**src/rtl/i8228_ctrl_if.sv**
```systemverilog
// i8228_ctrl bus bundle: CPU status/data side and system strobes.
// master = CPU/system side, slave = controller.
interface i8228_ctrl_if;
  logic       ststb_n;
  logic [7:0] cpu_dout;
  logic       dbin;
  logic       wr_n;
  logic       hlda;
  logic [7:0] sys_din;
  logic [7:0] cpu_din;
  logic       memr_n;
  logic       memw_n;
  logic       ior_n;
  logic       iow_n;
  logic       inta_n;
  logic       busen_n;
  logic [7:0] status;
  logic       cyc_valid;

  modport master (
    output ststb_n, cpu_dout, dbin, wr_n, hlda, sys_din,
    input  cpu_din, memr_n, memw_n, ior_n, iow_n, inta_n,
    input  busen_n, status, cyc_valid
  );

  modport slave (
    input  ststb_n, cpu_dout, dbin, wr_n, hlda, sys_din,
    output cpu_din, memr_n, memw_n, ior_n, iow_n, inta_n,
    output busen_n, status, cyc_valid
  );
endinterface

```
**src/rtl/i8228_ctrl.sv**
```systemverilog
// i8228_ctrl: 8080 system controller, latches status on ststb_n
// and produces registered active-low memory/IO/INTA strobes.
module i8228_ctrl #(
  parameter bit RST7_INJECT = 1'b1
) (
  input logic         clk,
  input logic         resetin_n,
  i8228_ctrl_if.slave bus
);

  typedef enum logic [1:0] {
    IDLE,
    CAPT,
    ACTIVE
  } state_t;

  state_t     state;
  state_t     state_nx;
  logic [7:0] st;
  logic       rd_inta;
  logic       rd_inp;
  logic       rd_mem;
  logic       rd_any;
  logic       wr_any;
  logic       memr_q;
  logic       memw_q;
  logic       ior_q;
  logic       iow_q;
  logic       inta_q;
  logic       busen_q;

  // state register
  always_ff @(posedge clk or negedge resetin_n) begin
    if (!resetin_n) state <= IDLE;
    else            state <= state_nx;
  end

  // next state; hold acknowledge wins over everything
  always_comb begin
    state_nx = state;
    if (bus.hlda) begin
      state_nx = IDLE;
    end else begin
      unique case (state)
        IDLE:    if (!bus.ststb_n) state_nx = CAPT;
        CAPT:    if (bus.ststb_n)  state_nx = ACTIVE;
        ACTIVE:  if (!bus.ststb_n) state_nx = CAPT;
        default: state_nx = IDLE;
      endcase
    end
  end

  // strobe candidates: INTA > INP > MEMR, reads beat writes
  always_comb begin
    rd_inta = bus.dbin & st[0];
    rd_inp  = bus.dbin & st[6] & ~st[0];
    rd_mem  = bus.dbin & st[7] & ~st[6] & ~st[0];
    rd_any  = rd_inta | rd_inp | rd_mem;
    wr_any  = ~bus.wr_n & ~st[1] & ~rd_any;
  end

  // registered strobes, only driven while staying in ACTIVE
  always_ff @(posedge clk or negedge resetin_n) begin
    if (!resetin_n) begin
      memr_q <= 1'b1;
      memw_q <= 1'b1;
      ior_q  <= 1'b1;
      iow_q  <= 1'b1;
      inta_q <= 1'b1;
    end else if (state_nx == ACTIVE) begin
      memr_q <= ~rd_mem;
      memw_q <= ~(wr_any & ~st[4]);
      ior_q  <= ~rd_inp;
      iow_q  <= ~(wr_any & st[4]);
      inta_q <= ~rd_inta;
    end else begin
      memr_q <= 1'b1;
      memw_q <= 1'b1;
      ior_q  <= 1'b1;
      iow_q  <= 1'b1;
      inta_q <= 1'b1;
    end
  end

  // status latch: last byte sampled under ststb_n wins
  always_ff @(posedge clk or negedge resetin_n) begin
    if (!resetin_n)                    st <= 8'h00;
    else if (!bus.hlda && !bus.ststb_n) st <= bus.cpu_dout;
  end

  // bus enable follows hold acknowledge
  always_ff @(posedge clk or negedge resetin_n) begin
    if (!resetin_n) busen_q <= 1'b1;
    else            busen_q <= bus.hlda;
  end

  assign bus.memr_n    = memr_q;
  assign bus.memw_n    = memw_q;
  assign bus.ior_n     = ior_q;
  assign bus.iow_n     = iow_q;
  assign bus.inta_n    = inta_q;
  assign bus.busen_n   = busen_q;
  assign bus.status    = st;
  assign bus.cyc_valid = (state == ACTIVE);
  assign bus.cpu_din   = (RST7_INJECT && !inta_q) ? 8'hFF
                                                  : bus.sys_din;

endmodule

```
**src/flat_wrapper.sv**
```systemverilog
// flat-port wrapper written by rule: the top's interface ports become plain ports
module i8228_ctrl_flat 
#(
  parameter bit RST7_INJECT = 1'b1
)
  (clk, resetin_n, bus_ststb_n, bus_cpu_dout, bus_dbin, bus_wr_n, bus_hlda, bus_sys_din, bus_cpu_din, bus_memr_n, bus_memw_n, bus_ior_n, bus_iow_n, bus_inta_n, bus_busen_n, bus_status, bus_cyc_valid);
  i8228_ctrl_if bus_i ();
  input logic clk;
  input logic resetin_n;
  input wire logic [$bits(bus_i.ststb_n)-1:0] bus_ststb_n;
  input wire logic [$bits(bus_i.cpu_dout)-1:0] bus_cpu_dout;
  input wire logic [$bits(bus_i.dbin)-1:0] bus_dbin;
  input wire logic [$bits(bus_i.wr_n)-1:0] bus_wr_n;
  input wire logic [$bits(bus_i.hlda)-1:0] bus_hlda;
  input wire logic [$bits(bus_i.sys_din)-1:0] bus_sys_din;
  output wire logic [$bits(bus_i.cpu_din)-1:0] bus_cpu_din;
  output wire logic [$bits(bus_i.memr_n)-1:0] bus_memr_n;
  output wire logic [$bits(bus_i.memw_n)-1:0] bus_memw_n;
  output wire logic [$bits(bus_i.ior_n)-1:0] bus_ior_n;
  output wire logic [$bits(bus_i.iow_n)-1:0] bus_iow_n;
  output wire logic [$bits(bus_i.inta_n)-1:0] bus_inta_n;
  output wire logic [$bits(bus_i.busen_n)-1:0] bus_busen_n;
  output wire logic [$bits(bus_i.status)-1:0] bus_status;
  output wire logic [$bits(bus_i.cyc_valid)-1:0] bus_cyc_valid;
  assign bus_i.ststb_n = bus_ststb_n;
  assign bus_i.cpu_dout = bus_cpu_dout;
  assign bus_i.dbin = bus_dbin;
  assign bus_i.wr_n = bus_wr_n;
  assign bus_i.hlda = bus_hlda;
  assign bus_i.sys_din = bus_sys_din;
  assign bus_cpu_din = bus_i.cpu_din;
  assign bus_memr_n = bus_i.memr_n;
  assign bus_memw_n = bus_i.memw_n;
  assign bus_ior_n = bus_i.ior_n;
  assign bus_iow_n = bus_i.iow_n;
  assign bus_inta_n = bus_i.inta_n;
  assign bus_busen_n = bus_i.busen_n;
  assign bus_status = bus_i.status;
  assign bus_cyc_valid = bus_i.cyc_valid;
  i8228_ctrl #(.RST7_INJECT(RST7_INJECT)) u_core (.clk(clk), .resetin_n(resetin_n), .bus(bus_i));
endmodule
```
**config.mk**
```make
export PLATFORM = sky130hd
export DESIGN_NAME = i8228_ctrl_flat
export DESIGN_NICKNAME = d
export VERILOG_FILES = /design/src/rtl/i8228_ctrl_if.sv /design/src/rtl/i8228_ctrl.sv /design/src/flat_wrapper.sv
export SDC_FILE = /design/constraint.sdc
export NUM_CORES = 1
export LEC_CHECK = 0
export CELL_PAD_IN_SITES_DETAIL_PLACEMENT = 0
export CELL_PAD_IN_SITES_GLOBAL_PLACEMENT = 1
export CORE_AREA = 2 2 53 55
export DETAILED_ROUTE_END_ITERATION = 16
export DIE_AREA = 0 0 55 57
export GPL_TIMING_DRIVEN = 1
export PLACE_DENSITY = 0.9
export SLEW_MARGIN = 40
export SYNTH_ARGS = -nofsm -noshare
export SYNTH_HDL_FRONTEND = slang
export SYNTH_SLANG_ARGS = --single-unit
```
**constraint.sdc**
```tcl
create_clock -name clk -period 1.5 [get_ports clk]
set_input_delay 0.375 -clock clk [delete_from_list [all_inputs] [get_ports clk]]
set_output_delay 0.375 -clock clk [all_outputs]
set_load 0.02 [all_outputs]
```
Yosys cells after proc, flatten, opt, wreduce, memory -nomap -nowiden
Index checks and enable logic that the tools add are counted.
{"block": "totals", "word_cells": 49, "regBits": 16, "output_inout_bits": 23}
{"block": "op_classes", "mux": 10, "bitwise": 23, "n_reduce_logical": 5, "eq_ne": 3}
{"op": "1-bit NOT", "n": 11}
{"op": "1-bit bitwise AND", "n": 10}
{"op": "8-bit 2-to-1 mux", "n": 1}
{"op": "2-bit 2-to-1 mux", "n": 3}
{"op": "1-bit 2-to-1 mux", "n": 5}
{"op": "2-bit == test (second input constant)", "n": 2}
{"op": "2-bit case mux with 2 select lines", "n": 1}
{"op": "2-bit by 1-bit == test with 1-bit output (second input constant)", "n": 1}
{"op": "1-bit zero test", "n": 2}
{"op": "2-bit zero test", "n": 1}
{"op": "1-bit OR", "n": 2}
{"op": "2-bit OR reduction", "n": 1}
{"op": "1-bit logical AND", "n": 1}

Longest topological paths before layout
{"block": "depth", "depth_word": 9, "mapped_depth": 2, "mapped_depth_nobuf": 2}

Least setup slack after synthesis
Ideal clock, no wire load.
{"block": "synth_timing", "kind": "reg2out", "start": "register u_core.inta_q (netlist: u_core.bus.inta_n)", "end": "output bus_cpu_din[0]", "path_buffers": 0, "path_stages_with_launch": 2, "path_slack_ns": 0.316, "required_time_ns": 1.125, "arrival_ns": 0.809, "cell_sequence": "dfstp_2 > nand2b_1"}
{"block": "synth_via", "elab_chain_len": 1}
{"item": "from (decl)", "line": "i8228_ctrl.sv:29", "text": "logic inta_q;"}
{"item": "from (signal assigned)", "line": "i8228_ctrl.sv:75", "text": "inta_q <= ~rd_inta;"}
{"item": "8-bit 2-to-1 mux", "line": "i8228_ctrl.sv:105", "text": "assign bus.cpu_din = (RST7_INJECT && !inta_q) ? 8'hFF"}
{"item": "to (decl)", "line": "flat_wrapper.sv:16", "text": "output wire logic [$bits(bus_i.cpu_din)-1:0] bus_cpu_din;"}
No other way between the ends.

Worst setup path in the final report
{"block": "layout_timing", "start": "register u_core.inta_q (netlist: u_core.bus.inta_n)", "end": "output bus_cpu_din[1]"}
Same word-level chain as after synthesis.

==> results.toml <==
[floorplan]
die_w_um = 55
core_mm2 = 0.00262
die_h_um = 57
initial_core_util_pct = 25.8
pin_count = 45
rows = 19
dieArea_mm2 = 0.00314

[synthesis]
synth_nets = 69
synth_area_per_cell_um2 = 14.3
synthArstFlopShare_pct = 100
yosysTopAreaCellShare_pct = 37.1
yosys.area.top_type = "dfrtp_1"
synth_area_leaders = "dfrtp_1 37%, dfstp_2 23%, mux2_2 13%, nand2b_1 7.4%, nand4_1 3.7%"
ys_top_cells_by_count = "10 x dfrtp_1, 8 x mux2_2, 8 x nand2b_1"
yosys_most_used_dff = "dfrtp_1"
yosys_register_bits = 16
syn-instance-count = 47
yosysWarningCount = 0
yosysMostFrequentCell = "dfrtp_1"
synth_cell_types = 15
synth_edf_count = 0
seq_area_frac_synth_pct = 60.5
syn_area_um2 = 674

[routing]
ant_nets = 0
viasPerCell = 4.46
route.detailed.drc = 0
drtPass1Iterations = 4
routed_wl_um = 1610
vias = 602
drtIter0Drc = 4
wl_per_cell_um = 11.9

[power]
vdd_ir_drop_max_uv = 484
p_leak_nw = 0.539
power.density_mw_per_mm2 = 883

[critical_path]
rrSetupSlack_ns = 0.46
reg2reg_to = "u_core.bus.iow_n"
crit_path_end_kind = "output port"
timing.rr.start = "u_core.bus.status[0]"
path_max_fanout = 6
cp.arrival_ns = 1.20
rr_worst_depth = 3
cp_data_required_time_ns = 1.12
worst_setup_path_start_kind = "flip-flop"
crit_type = "flip-flop to output port"

[sta]
setup_viol = 4
fin_setup_tns_ns = -0.269
max_freq_ghz = 0.637
skew_ns = 0.00205
fin_crit_ns = 1.57
worst_slew_pin_slew_ns = 0.279
maxSlewHeadroom_pct = 81.3
setup_slack_ns = -0.0710
rsz0062_at_grt = "true"
drv_slew = 0
period_share_pct = 105
hold_violations = 0

[place]
io_buffers = 44
dp_slack_ns = -0.412
place.gp.congestion = 0.735

[clocking]
insertion_delay_ns = 0.28
path_clk_slew_ns = 0.09
clock-root-buffer = "clkbuf_4"
h-tree-depth = 1
clock_sinks = 16
cts_tree = "built"
numCtsBuffers = 3
clockBufferDepth = 2

[status]
violations = "setup timing"
status = "complete, but fails checks"

[layout]
n_antenna_cell = 0
drive_above_1_share_pct = 44.2
area_growth_pct = 80.9
nets = 127

[global_route]
overflow = 0
antenna_found_initial = 0
grt_max_degree = 17
grt.total_usage_pct = 11.1
grt_pass1_vias = 591
grt_pass1_wl_um = 2450

[job]
cap_viol_max_count = 0

[hold_path]
hold_class = "input port to async pin"
-- how the worst max path moves through the flow --
stage                                  from              to  slack [ns]  depth (start not counted)
final                     u_core.bus.inta_n  bus_cpu_din[1]       -0.07                          3
after global routing      u_core.bus.inta_n  bus_cpu_din[7]       -0.12                          3
after CTS                 u_core.bus.inta_n  bus_cpu_din[4]       -0.13                          2
after detailed placement     bus_sys_din[3]  bus_cpu_din[3]       -0.41                          3
after global placement       bus_sys_din[4]  bus_cpu_din[4]       -0.42                          3
after floorplan           u_core.bus.inta_n  bus_cpu_din[0]        0.32                          1
-- where the power goes --
part	total [mW]	leakage [nW]	internal, mW	switching [mW]
clock	0.280	0.0210	0.148	0.132
sequential	0.494	0.184	0.471	0.0232
combinational	0.304	0.334	0.166	0.138
total	1.08	0.539	0.784	0.293
-- flip-flops by register name (all words and copies together), names as in the netlist --
| signal | cells |
|---|---|
| u_core.bus.memw_n | 1 |
| u_core.bus.status | 8 |
| u_core.bus.memr_n | 1 |
| u_core.bus.inta_n | 1 |
| u_core.bus.iow_n | 1 |
| u_core.bus.busen_n | 1 |
| u_core.state | 2 |
| u_core.bus.ior_n | 1 |
-- cells by family after synthesis --
logic type      after synthesis  share of synthesized area (%)
compound gates                2                           2.23
xor+xnor                      1                           2.41
flops                        16                           60.5
simple gates                 20                           21.5
mux                           8                           13.4
-- through the flow --
stage          hold slack, ns  total power [mW]  instance area [um^2]  instances  utilization [%]
3_3_place_gp            0.457             0.826                  1210        130             46.4
3_5_place_dp            0.477             0.834                  1210        130             46.4
4_1_cts                 0.404              1.08                  1210        134             46.1
2_1_floorplan          0.0794             0.632                   674         47                -
5_1_grt                 0.413              1.14                  1220        135             46.7
6_report                0.400              1.08                  1220        135             46.7
-- area by class of cell --
| class | instances | area [um^2] |
|---|---|---|
| clock buffer | 4 | 36.3 |
| fill | 255 | 1400 |
| timing repair buffer | 53 | 470 |
| sequential | 16 | 408 |
| tap | 31 | 38.8 |
| multi-input combinational | 31 | 267 |
-- critical path, cell delays in order (launching register included) --
cell and delay [ns]:
dfstp_2 0.60, buf_6 0.12, nand2b_1 0.06, buf_6 0.13
-- cells in the final DEF (no fill, tap or decap), drive strengths merged --
| cell | instances |
|---|---|
| o31ai | 1 |
| nor4b | 1 |
| dfstp | 6 |
| nor3b | 1 |
| a211oi | 1 |
| clkdlybuf4s50 | 21 |
| nand2b | 8 |
| and2b | 1 |
| and2 | 1 |
| xor2 | 1 |
| nor2 | 1 |
| clkbuf | 11 |
| mux2 | 8 |
| dfrtp | 10 |
| buf | 17 |
| nor2b | 2 |
| nand4 | 4 |
| nand4b | 1 |
| dlygate4sd2 | 8 |
-- routing by layer --
layer  global-route usage, %  vias to the layer above  share of wire, %
li1                        -                      280                 -
met1                    11.2                      277                32
met2                    18.9                       39                50
met3                    3.40                        6                15
met4                    7.32                        0               2.8
met5                       0                        -                 0
-- timing repair --
item	in CTS	in global routing
hold buffers	0	0
setup endpoints to repair	23	15
gates resized for setup	53	26
buffers inserted	0	1
Note: power is estimated with default switching activity, not from simulation.
